[src/rtl/alarm_pkg.sv]
// Shared types and default widths for the alarm sounder slice.
// Holds the controller state encoding and the snooze-count width.
package alarm_pkg;

    typedef enum logic [1:0] {
        StIdle   = 2'd0,
        StBeep   = 2'd1,
        StSnooze = 2'd2,
        StDone   = 2'd3
    } alarm_state_e;

    localparam int unsigned CNT_W_DEF = 8;
    localparam int unsigned SNZ_W_DEF = 10;
    localparam int unsigned SNZ_CNT_W = 3;

    function automatic logic is_sounding(input alarm_state_e s);
        return (s == StBeep) || (s == StSnooze);
    endfunction

endpackage

[src/rtl/beep_pattern_gen.sv]
// ON/OFF beep pattern: phase counter plus registered beep drive.
// restart starts a fresh cycle with the tone on; enable low silences and rewinds.
module beep_pattern_gen
    import alarm_pkg::*;
#(
    parameter int unsigned ON_TICKS  = 1,
    parameter int unsigned OFF_TICKS = 1,
    parameter int unsigned CNT_W     = CNT_W_DEF
) (
    input  logic clk,
    input  logic reset,
    input  logic restart,
    input  logic enable,
    input  logic tick,
    output logic beep
);

    localparam logic [CNT_W-1:0] OnEnd  = CNT_W'(ON_TICKS);
    localparam logic [CNT_W-1:0] Period = CNT_W'(ON_TICKS + OFF_TICKS);

    logic [CNT_W-1:0] phase_q, phase_d, phase_inc;
    logic             beep_q, beep_d;

    always_comb begin
        phase_d   = phase_q;
        beep_d    = beep_q;
        phase_inc = phase_q + CNT_W'(1);
        if (restart) begin
            phase_d = '0;
            beep_d  = 1'b1;
        end else if (!enable) begin
            phase_d = '0;
            beep_d  = 1'b0;
        end else if (tick) begin
            if (phase_inc == Period) begin
                phase_d = '0;
                beep_d  = 1'b1;
            end else begin
                phase_d = phase_inc;
                if (phase_inc == OnEnd) begin
                    beep_d = 1'b0;
                end
            end
        end
    end

    always_ff @(posedge clk or posedge reset) begin
        if (reset) begin
            phase_q <= '0;
            beep_q  <= 1'b0;
        end else begin
            phase_q <= phase_d;
            beep_q  <= beep_d;
        end
    end

    assign beep = beep_q;

endmodule

[src/rtl/alarm_beep_ctrl.sv]
// Alarm sounder: timed patterned ring on trigger rise, with stop, limited snooze and re-ring.
// Define ALARM_BEEP_ESCALATE_EN to hold a continuous tone over the second half of each ring.
module alarm_beep_ctrl
    import alarm_pkg::*;
#(
    parameter int unsigned CNT_W        = CNT_W_DEF,
    parameter int unsigned DURATION     = 60,
    parameter int unsigned ON_TICKS     = 1,
    parameter int unsigned OFF_TICKS    = 1,
    parameter int unsigned SNZ_W        = SNZ_W_DEF,
    parameter int unsigned SNOOZE_TICKS = 300,
    parameter int unsigned MAX_SNOOZE   = 3
) (
    input  logic                 clk,
    input  logic                 reset,
    input  logic                 tick,
    input  logic                 trigger,
    input  logic                 stop,
    input  logic                 snooze,
    output logic                 beeping,
    output logic                 active,
    output logic                 snoozing,
    output logic                 auto_reset,
    output logic [SNZ_CNT_W-1:0] snooze_cnt
);

    localparam logic [CNT_W-1:0]     DurLast = CNT_W'(DURATION - 1);
    localparam logic [SNZ_W-1:0]     SnzLast = SNZ_W'(SNOOZE_TICKS - 1);
    localparam logic [SNZ_CNT_W-1:0] MaxSnz  = SNZ_CNT_W'(MAX_SNOOZE);

    alarm_state_e         state_q, state_d;
    logic                 trig_q;
    logic [CNT_W-1:0]     elapsed_q, elapsed_d;
    logic [SNZ_W-1:0]     snz_q, snz_d;
    logic [SNZ_CNT_W-1:0] snooze_cnt_q, snooze_cnt_d;
    logic                 auto_reset_q, auto_reset_d;
    logic                 active_q, active_d;
    logic                 snoozing_q, snoozing_d;

    logic rise, ring_end, snz_end;
    logic pat_restart, pat_enable, pat_beep;

    assign rise     = trigger & ~trig_q;
    assign ring_end = tick && (elapsed_q == DurLast);
    assign snz_end  = tick && (snz_q == SnzLast);

    // Priority within a cycle: trigger low, then stop, then ring end, then snooze.
    always_comb begin
        state_d      = state_q;
        elapsed_d    = elapsed_q;
        snz_d        = snz_q;
        snooze_cnt_d = snooze_cnt_q;
        auto_reset_d = 1'b0;
        case (state_q)
            StIdle: begin
                snooze_cnt_d = '0;
                if (rise) begin
                    state_d   = StBeep;
                    elapsed_d = '0;
                end
            end
            StBeep: begin
                if (!trigger) begin
                    state_d      = StIdle;
                    snooze_cnt_d = '0;
                end else if (stop || ring_end) begin
                    state_d      = StDone;
                    auto_reset_d = 1'b1;
                end else if (snooze && (snooze_cnt_q < MaxSnz)) begin
                    state_d      = StSnooze;
                    snz_d        = '0;
                    snooze_cnt_d = snooze_cnt_q + SNZ_CNT_W'(1);
                end else if (tick) begin
                    elapsed_d = elapsed_q + CNT_W'(1);
                end
            end
            StSnooze: begin
                if (!trigger) begin
                    state_d      = StIdle;
                    snooze_cnt_d = '0;
                end else if (stop) begin
                    state_d      = StDone;
                    auto_reset_d = 1'b1;
                end else if (snz_end) begin
                    state_d   = StBeep;
                    elapsed_d = '0;
                end else if (tick) begin
                    snz_d = snz_q + SNZ_W'(1);
                end
            end
            StDone: begin
                if (!trigger) begin
                    state_d      = StIdle;
                    snooze_cnt_d = '0;
                end
            end
            default: begin
                state_d = StIdle;
            end
        endcase
        active_d   = is_sounding(state_d);
        snoozing_d = (state_d == StSnooze);
    end

    // Pattern restarts on every entry into BEEP and only runs while BEEP persists.
    assign pat_restart = (state_d == StBeep) && (state_q != StBeep);
    assign pat_enable  = (state_d == StBeep) && (state_q == StBeep);

    beep_pattern_gen #(
        .ON_TICKS (ON_TICKS),
        .OFF_TICKS(OFF_TICKS),
        .CNT_W    (CNT_W)
    ) u_pattern (
        .clk    (clk),
        .reset  (reset),
        .restart(pat_restart),
        .enable (pat_enable),
        .tick   (tick),
        .beep   (pat_beep)
    );

    always_ff @(posedge clk or posedge reset) begin
        if (reset) begin
            state_q      <= StIdle;
            trig_q       <= 1'b0;
            elapsed_q    <= '0;
            snz_q        <= '0;
            snooze_cnt_q <= '0;
            auto_reset_q <= 1'b0;
            active_q     <= 1'b0;
            snoozing_q   <= 1'b0;
        end else begin
            state_q      <= state_d;
            trig_q       <= trigger;
            elapsed_q    <= elapsed_d;
            snz_q        <= snz_d;
            snooze_cnt_q <= snooze_cnt_d;
            auto_reset_q <= auto_reset_d;
            active_q     <= active_d;
            snoozing_q   <= snoozing_d;
        end
    end

`ifdef ALARM_BEEP_ESCALATE_EN
    localparam logic [CNT_W-1:0] EscStart = CNT_W'(DURATION / 2);

    logic esc_q, esc_d;

    always_comb begin
        esc_d = (state_d == StBeep) && (elapsed_d >= EscStart);
    end

    always_ff @(posedge clk or posedge reset) begin
        if (reset) begin
            esc_q <= 1'b0;
        end else begin
            esc_q <= esc_d;
        end
    end

    assign beeping = pat_beep | esc_q;
`else
    assign beeping = pat_beep;
`endif

    assign active     = active_q;
    assign snoozing   = snoozing_q;
    assign auto_reset = auto_reset_q;
    assign snooze_cnt = snooze_cnt_q;

endmodule

[config.mk]
export PLATFORM = sky130hd
export DESIGN_NAME = alarm_beep_ctrl
export DESIGN_NICKNAME = d
export VERILOG_FILES = /design/src/rtl/alarm_pkg.sv /design/src/rtl/beep_pattern_gen.sv /design/src/rtl/alarm_beep_ctrl.sv
export SDC_FILE = /design/constraint.sdc
export NUM_CORES = 1
export LEC_CHECK = 0
export CAP_MARGIN = 20
export CELL_PAD_IN_SITES_DETAIL_PLACEMENT = 0
export CELL_PAD_IN_SITES_GLOBAL_PLACEMENT = 2
export CORE_MARGIN = 2
export CORE_UTILIZATION = 30
export DETAILED_ROUTE_END_ITERATION = 12
export PLACE_DENSITY = 0.78
export SYNTH_ARGS = -nofsm -noshare
export SYNTH_HDL_FRONTEND = slang
export SYNTH_SLANG_ARGS = --single-unit
[constraint.sdc]
create_clock -name clk -period 6.9 [get_ports clk]
set_clock_uncertainty 0.2 [all_clocks]
set_input_delay 2.07 -clock clk [delete_from_list [all_inputs] [get_ports clk]]
set_output_delay 2.07 -clock clk [all_outputs]
set_load 0.01 [all_outputs]
## Yosys cells after proc, flatten, opt, wreduce, memory -nomap -nowiden

Cells that the tools add are included.

| storage, ports and cells | value |
|---|---|
| register bits after elaboration | 36 |
| output and inout bits | 7 |
| input port bits | 6 |
| word-level logic and storage cells | 103 |

| operators by class | value |
|---|---|
| eq/ne operators | 26 |
| $lt $le $gt $ge | 1 |
| multiplexer cells | 45 |
| add/subtract/negate cells | 4 |
| bitwise logic cells | 2 |
| reduce and logical (&&, ||, !) cells | 15 |

Operators with widths:

| kind | count |
|---|---|
| 2-to-1 mux 8 bit | 12 |
| 2-to-1 mux 10 bit | 7 |
| != test 2 bit, second input constant | 12 |
| one-hot mux 8 bit (3 select lines) | 1 |
| one-hot mux 10 bit (2 select lines) | 1 |
| adder 8 x 1 -> 8 bit, second input constant | 2 |
| 2-to-1 mux 2 bit | 8 |
| 2-to-1 mux 3 bit | 4 |
| adder 10 x 1 -> 10 bit, second input constant | 1 |
| == test 10 x 9 -> 1 bit, second input constant | 1 |
| 2-to-1 mux 1 bit | 9 |
| != test 3 bit, second input constant | 3 |
| one-hot mux 3 bit (3 select lines) | 1 |
| AND reduction 9 bit | 1 |
| == test 8 x 1 -> 1 bit, second input constant | 1 |
| == test 8 x 2 -> 1 bit, second input constant | 1 |
| == test 8 x 6 -> 1 bit, second input constant | 1 |
| one-hot mux 2 bit (4 select lines) | 1 |
| AND reduction 8 bit | 1 |
| == test 2 bit, second input constant | 3 |
| logical AND 1 bit | 5 |
| == test 2 x 1 -> 1 bit, second input constant | 2 |
| != test 4 bit, second input constant | 1 |
| adder 3 x 1 -> 3 bit, second input constant | 1 |
| 12 further kinds | 13 |

## Longest topological paths before layout

Gate-level depths: netlist of the first run.

| logic depth | value |
|---|---|
| word-level depth | 10 |
| gate-level depth with buffers | 12 |
| gate-level depth less buffers | 10 |

## Hierarchy

A second synthesis of the first run with hierarchy kept.

| unflattened totals | value |
|---|---|
| cell total of the unflattened synthesis | 260 |
| area total of the unflattened synthesis | 2422.3 um^2 |

By module, submodules not included:

| module | seq. area each (um^2) | cells an instance | instances | area each (um^2) |
|---|---|---|---|---|
| alarm_beep_ctrl | 675.6 | 194 | 1 | 1824.2 |
| beep_pattern_gen | 225.2 | 66 | 1 | 598.1 |

## Worst setup path after synthesis of the first run

No wires, ideal clock.

| path | value |
|---|---|
| path type | input-to-reg |
| start point | input port tick |
| end point | register u_pattern.phase_q[0] |
| path buffers | 1 |
| data arrival time | 3803 ps |
| cell stages on the path | 10 |
| path slack | 2814 ps |
| data required time | 6617 ps |
| setup time | 83 ps |
| cell sequence | buf_4 -> nor4b_4 -> nand4_4 -> nor2_1 -> nor4_1 -> o21ai_0 -> ha_1 -> nand2_1 -> or3_1 -> o22ai_1 |

| on the way | value |
|---|---|
| longest elaborated chain between the ends | 9 |
| elaborated cells between the ends (all ways) | 15 |
| those cells by class | eq/ne: 2; mux: 8; reduce/logical: 5 |

Ends and longest elaborated chain:

| element | RTL line | source |
|---|---|---|
| start: declaration | alarm_beep_ctrl.sv:16 | `input logic tick,` |
| logical AND 1 bit, on equally long branches | alarm_beep_ctrl.sv:45, alarm_beep_ctrl.sv:44 |  |
| 2-to-1 mux 2 bit or logical OR 1 bit (tied branches) | alarm_beep_ctrl.sv:84, alarm_beep_ctrl.sv:66 |  |
| 2-to-1 mux 2 bit, on equally long branches | alarm_beep_ctrl.sv:81, alarm_beep_ctrl.sv:66 |  |
| 2-to-1 mux 2 bit, on equally long branches | alarm_beep_ctrl.sv:78, alarm_beep_ctrl.sv:63 |  |
| one-hot mux 2 bit (4 select lines) * | alarm_beep_ctrl.sv:54 | `case (state_q)` |
| net state_d[0] | alarm_beep_ctrl.sv:31 | `alarm_state_e state_q, state_d;` |
| == test 2 x 1 -> 1 bit * | alarm_beep_ctrl.sv:106, alarm_beep_ctrl.sv:107 |  |
| logical AND 1 bit | alarm_beep_ctrl.sv:107 | `assign pat_enable = (state_d == StBeep) && (state_q == StBeep);` |
| 2-to-1 mux 8 bit | beep_pattern_gen.sv:31 | `end else if (!enable) begin` |
| 2-to-1 mux 8 bit | beep_pattern_gen.sv:28 | `if (restart) begin` |
| end signal: assignment | beep_pattern_gen.sv:52 | `phase_q <= phase_d;` |
| end: declaration | beep_pattern_gen.sv:21 | `logic [CNT_W-1:0] phase_q, phase_d, phase_inc;` |

Mark *: on every way through the listed nets, which the timed path passes. The rest lies on a longest branch.
A chain may end at the register's enable or synchronous reset.

## Worst setup path after layout of the first run

Same ends and word-level chain as after synthesis.

==> run metrics, run 1 <==
post-cts resize count=0; DP HPWL=roughly 3900 µm; Cell variety after synth=55; gr usage total=13.57%; largest net degree at the start of global routing=37; Root Buffer=clkbuf_8; vias after detailed routing=1,965; critical path type=primary input to flip-flop; dpl ws=1535 ps; Filler cells=~800; Max Slew Vio Count=0; HP Class=flip-flop to flip-flop; Pwr Density=about 320 nW/µm²; Via density=5.443; slew of the pin with the lowest slew margin=between 600 and 700 ps; Max VDD drop=between 100 and 150 µV; endpoints failing setup=0; Hold Startpoint=snz_q[9]; area grow syn2layout=14.18%; crit-path max FO=18; Post-Route WL=5623 µm; worst skew pair latency=approximately 290 ps; asr flop ratio synth=100.0%; status=finished clean; R2R Path Start=state_q[0]; H-tree levels=2; Seq/Total Area, Yosys=39.58%; Post-synth EDFFs=0; n_diodes=0; width of the chip=roughly 91 µm; Crit. End Element=flip-flop; Mapped Cells=between 200 and 250; number of max-cap violations=0; number of setup buffers added after CTS=0; Layout Nets=279; Routed Antenna Nets=0; fmax=0.1963 GHz; share of cells above drive strength 1=8.015%; Routed wire per std cell=roughly 16 µm; IO Count=13; post-placement cell area=between 2000 and 2500 µm²; Core ar.=7292 µm²; ys flop type=dfrtp_1; Buffers on Ports=12; CTS buffer count=5; yosys warns=0; # DRC=0; vias in the first global route=1,885; Max-Slew Margin vs Limit=54.40%; Synth Cell Area=approximately 2300 µm²; Final Hold Vio Count=0; worst setup margin=1804 ps; Pre-antenna DRT Iters=4; Initial DRC Count=between 100 and 150; Chip Height=a little over 90 µm; P_leak=approximately 1.1 nW; Startpoint Class=primary input; CTS Hold Bufs=0; #FFs+latches synth=36; Synthesized Nets=267; clock tree from TritonCTS=yes; final instance area=around 2600 µm²; mean area per synthesized cell=between 9 and 10 µm²; clock-pin slew on the worst setup and hold paths=roughly 70 ps; Setup TNS=0 ps; fin crit period=5096 ps; power consumption=approximately 0.82 mW; critical path data required time=6910 ps; clk buf depth=2; total grt overflow=0; CP arrival=about 5100 ps; initial core utilization=around 31%; Placer Congestion=approximately 0.8; crit path from=tick; unrepaired setup endpoints after global routing=false; clock sinks=36; first-pass GRT wire length=between 9000 and 10,000 µm; initial antenna violation count=0; Cell Rows=31; total die area=approximately 8300 µm²; post-route clock period utilization=73.85%
[sequential cells by signal (all words and copies together) (netlist names)]
name               count
snoozing               1
snz_q                 10
elapsed_q              8
state_q                2
trig_q                 1
auto_reset             1
u_pattern.beep         1
u_pattern.phase_q      8
active                 1
snooze_cnt             3
[critical path: stages]
cell and delay (ps):
clkdlybuf4s50_1 910, nor4b_4 360, nand4_4 220, nor2_1 140, nor4_1 70, o21ai_0 300, ha_1 310, nand2_1 240
or3_1 380, o22ai_1 110
[placed cells by master (no fill, tap or decap), types with 3 or more instances in the layout]
cell type / n
o21ai_0: 16
ha_1: 12
nor2b_1: 3
nor3b_1: 3
and2_1: 4
xor2_1: 5
a21o_1: 3
a21oi_1: 9
and3_1: 8
o21a_1: 5
clkbuf_8: 5
inv_1: 13
clkdlybuf4s50_1: 12
nand2_1: 17
nand3_1: 15
a31oi_1: 17
nand4_1: 8
nand2b_1: 5
nor2_1: 20
o311ai_1: 4
o31ai_1: 3
dfrtp_1: 36
[worst paths after layout]
kind | slack, ps | end | depth (start not counted)
setup / recovery | 1800 | u_pattern.phase_q[0] | 10
hold / removal | 290 | snz_q[9] | 1
setup reg to reg | 3650 | u_pattern.phase_q[0] | 10
hold reg to reg | 290 | snz_q[9] | 1
max in group asynchronous | 4170 | snz_q[8] | 3
min in group asynchronous | 1990 | snooze_cnt[1] | 3
[layer usage]
layer  vias to the layer above  share of wire [%]  global-route usage, %
met2                        28                 48                  22.22
met4                         0                1.0                  3.662
met5                         -                  0                      0
met3                         5                2.5                  2.490
met1                       980                 48                  18.38
li1                        952                  -                      -
[through the flow]
stage / std cells / utilization (%) / hold slack (ps)
after floorplan: 249 / - / 243.5
after global placement: 353 / 34.11 / 270.3
after detailed placement: 353 / 34.11 / 279.8
after CTS: 361 / 35.64 / 290.6
after global routing: 361 / 35.64 / 299.1
final: 361 / 35.64 / 292.8
[report_power, final]
group,internal [mW],switching (mW)
sequential,0.241,0.0308
combinational,0.129,0.228
clock,0.107,0.0825
[cell usage after synthesis (4+ instances only)]
| cell type | number | area, µm² |
|---|---|---|
| dfrtp_1 | 36 | 900.9 |
| nor2_1 | 20 | 75.07 |
| a31oi_1 | 17 | 106.4 |
| nand2_1 | 17 | 63.81 |
| o21ai_0 | 16 | 80.08 |
| nand3_1 | 15 | 75.07 |
| inv_1 | 13 | 48.80 |
| ha_1 | 12 | 150.1 |
| a21oi_1 | 9 | 45.04 |
| and3_1 | 8 | 50.05 |
| nand4_1 | 8 | 50.05 |
| nand2b_1 | 5 | 31.28 |
| o21a_1 | 5 | 37.54 |
| xor2_1 | 5 | 43.79 |
| and2_1 | 4 | 25.02 |
| buf_2 | 4 | 20.02 |
| o311ai_1 | 4 | 35.03 |
[kinds of logic after synthesis]
group / count (synthesis) / synth area share (%)
xor+xnor: 5 / 1.924
mux: 1 / 0.6595
simple gates: 97 / 23.91
compound gates: 76 / 23.26
fa+ha+maj: 12 / 6.597
buf+inv: 22 / 4.068
flops: 36 / 39.58
[layout make-up]
type	instances	area [µm²]	share of cell area, %
timing repair buffer	13	127.6	4.911
sequential	36	900.9	34.67
tap	99	123.9	4.767
clock inverter	3	42.54	1.637
clock buffer	5	68.82	2.648
multi-input combinational	191	1282	49.35
inverter	14	52.55	2.022
Power figures use the tool's default switching activity.
==> run 2: changes to the inputs <==
--- a/config.mk
+++ b/config.mk
@@ -11,7 +11,7 @@
 export CORE_MARGIN = 2
 export CORE_UTILIZATION = 30
 export DETAILED_ROUTE_END_ITERATION = 12
-export PLACE_DENSITY = 0.78
+export PLACE_DENSITY = 0.8
 export SYNTH_ARGS = -nofsm -noshare
 export SYNTH_HDL_FRONTEND = slang
 export SYNTH_SLANG_ARGS = --single-unit
==> constraint.sdc (replaced) <==
create_clock -name clk -period 4.15 [get_ports clk]
set_clock_uncertainty 0.2 [all_clocks]
set_input_delay 1.245 -clock clk [delete_from_list [all_inputs] [get_ports clk]]
set_output_delay 1.245 -clock clk [all_outputs]
set_load 0.01 [all_outputs]
==> run 2 against run 1 <==
- utilization barely moved
- sequential power rose by 67%
- clock-buffer cell count rose by 3
- non-clock buffer count rose by 3
- first-iteration DRC count fell by 37%
- critical path depth did not move
- routed wire length fell by 4.0%
- sequential cell count did not move
- largest cell class unchanged
- highest routed layer unchanged
==> run metrics, run 2 (synthesis results as in run 1) <==
status=finished clean; unrepaired setup endpoints after global routing=false; gr usage total=13.63% (+0.065 points); CTS Hold Bufs=0 (unchanged); clock-pin slew on the worst setup and hold paths=70 ps (about the same); Setup TNS=0 ps (unchanged); Max-Slew Margin vs Limit=59.99% (+5.6 points); Root Buffer=clkbuf_8; Pre-antenna DRT Iters=4 (unchanged); vias in the first global route=1,868 (-0.90%); IO Count=13 (unchanged); post-cts resize count=0 (unchanged); Crit. End Element=flip-flop; Post-Route WL=5397 µm (-4.0%); crit-path max FO=9 (-9); hold slack=289.5 ps (-3.357 ps); number of max-cap violations=0 (unchanged); Reg2Reg Depth=10 (unchanged); CTS buffer count=5 (unchanged); Net Sw Frac=42.11% (+0.40 points); delay-heaviest family, CP=simple AND/OR/NAND/NOR gates; Filler cells=778 (-0.89%); P_leak=1.141 nW (+0.47%); width of the chip=91.10 µm (unchanged); clock sinks=36 (unchanged); endpoints failing setup=0 (unchanged); max FFs per register=10 (unchanged); total grt overflow=0 (unchanged); slowest CP cell=clkdlybuf4s50_1; vias after detailed routing=1,950 (-0.76%); DP HPWL=3836 µm (-1.1%); initial core utilization=31.21% (unchanged); H-tree levels=2 (unchanged); area grow syn2layout=14.24% (about the same); most common cell after layout, fill and taps aside=dfrtp_1; initial antenna violation count=0 (unchanged); Seq pwr share=34.3% (+1.1 points); Chip Height=91.10 µm (unchanged); Initial DRC Count=68 (-37%); largest net degree at the start of global routing=37 (unchanged); commonest non-fill, non-tap cells in the layout=dfrtp_1 (36), nor2_1 (20), nand2_1 (17), a31oi_1 (17), o21ai_0 (16); Pwr Density=507.3 nW/µm² (+61%); Buffers on Ports=12 (unchanged); number of setup buffers added after CTS=0 (unchanged); Cell Rows=31 (unchanged); Top Registers=snz_q (10), elapsed_q (8), u_pattern.phase_q (8); Worst path max stage delay=480 ps (-430 ps); post-route clock period utilization=85.55%; total die area=8299 µm² (unchanged); Routed wire per std cell=14.83 µm (-4.8%); P_int=0.7635 mW (+60%); Via density=5.357 (-1.6%); critical path data required time=4160 ps (-2750 ps); Levels on crit path=10 (unchanged); Final Hold Vio Count=0 (unchanged); first-pass GRT wire length=9183 µm (-0.82%); Max VDD drop=340.1 µV (+180%); Max Slew Vio Count=0 (unchanged); Layout Utilization=35.66% (about the same); Core ar.=7292 µm² (unchanged); WHS Path Cells=1 (unchanged); Bufs and invs on worst path=1 (unchanged); Routed Antenna Nets=0 (unchanged); fin crit period=roughly 3600 ps; fmax=~0.28 GHz; n_diodes=0 (unchanged); Net Sw Power=0.5554 mW (+63%); Startpoint Class=primary input; Clock Power Share=19.8% (-3.3 points); clk buf depth=2 (unchanged); Placer Congestion=0.7719 (-4.9%); slew of the pin with the lowest slew margin=600.2 ps (-81.61 ps); Layout Nets=282 (+1.1%); clock tree from TritonCTS=yes; Logic pwr share=45.9% (+2.2 points); critical path type=primary input to flip-flop; Top reg by flops=snz_q; cell breakdown of the critical path=clkdlybuf4s50_1, nor4b_4, nand4_4, nor2_1, nor4_1, o21ai_0, ha_1, nand2_1, or3_1, o22ai_1; # DRC=0 (unchanged); HP Class=flip-flop to flip-flop; share of cells above drive strength 1=8.302% (+0.29 points); worst skew pair latency=280 ps (about the same); CP arrival=3560 ps (-1540 ps)
run 2: cell types whose count changed in the layout (fill, tap and decap cells not counted):
cell        delta
buf_4          +3
clkbuf_1       +2
bufinv_16      -1
clkbuf_8       +1
clkinv_2       -1
clkinvlp_4     -1
run 2: stage by stage:
step	setup slack [ps]	cell area [µm²]	total power, mW	std cells
finish	599.7	2600	1.319	364
global route	376.1	2600	1.423	364
CTS	595.4	2600	1.329	364
detailed placement	317.5	2510	1.062	356
global placement	349.4	2510	1.069	356
floorplan	889.0	2276	0.8624	249
run 2: layout make-up:
type	instances	area (µm²)	share of cell area [%]
clock buffer	8	90.09	3.465
inverter	14	52.55	2.021
timing repair buffer	16	150.1	5.775
multi-input combinational	191	1282	49.33
tap	99	123.9	4.764
sequential	36	900.9	34.65
run 2: power groups by stage:
stage | combinational [mW] | sequential [mW] | clock [mW]
2_1_floorplan | 0.405 | 0.457 | 0
3_3_place_gp | 0.608 | 0.461 | 0
3_5_place_dp | 0.602 | 0.460 | 0
4_1_cts | 0.606 | 0.454 | 0.270
5_1_grt | 0.672 | 0.461 | 0.290
6_report | 0.606 | 0.453 | 0.261
run 2: final timing paths:
check / from / endpoint / slack (ps)
setup / recovery: tick / u_pattern.phase_q[0] / 600
hold reg to reg: snz_q[8] / snz_q[8] / 290
max in group asynchronous: reset / state_q[1] / 2220
min in group asynchronous: reset / elapsed_q[0] / 1170
setup reg to reg: state_q[1] / u_pattern.phase_q[0] / 1100
hold / removal: snz_q[8] / snz_q[8] / 290
run 2: routing by layer:
layer	vias up	GRT usage, %	part of all wire [%]
met2	44	20.68	44
met4	0	5.051	2.2
met5	-	0	0
met1	938	19.21	50
met3	11	2.656	3.8
li1	957	-	-
==> run 3: changes to the inputs <==
--- a/config.mk
+++ b/config.mk
@@ -10,6 +10,7 @@
 export CELL_PAD_IN_SITES_GLOBAL_PLACEMENT = 2
 export CORE_MARGIN = 2
 export CORE_UTILIZATION = 30
+export CTS_CLUSTER_SIZE = 28
 export DETAILED_ROUTE_END_ITERATION = 12
 export PLACE_DENSITY = 0.8
 export SYNTH_ARGS = -nofsm -noshare
==> results of run 3 <==
The final DEF is identical to that of run 2; final timing and power are the same.
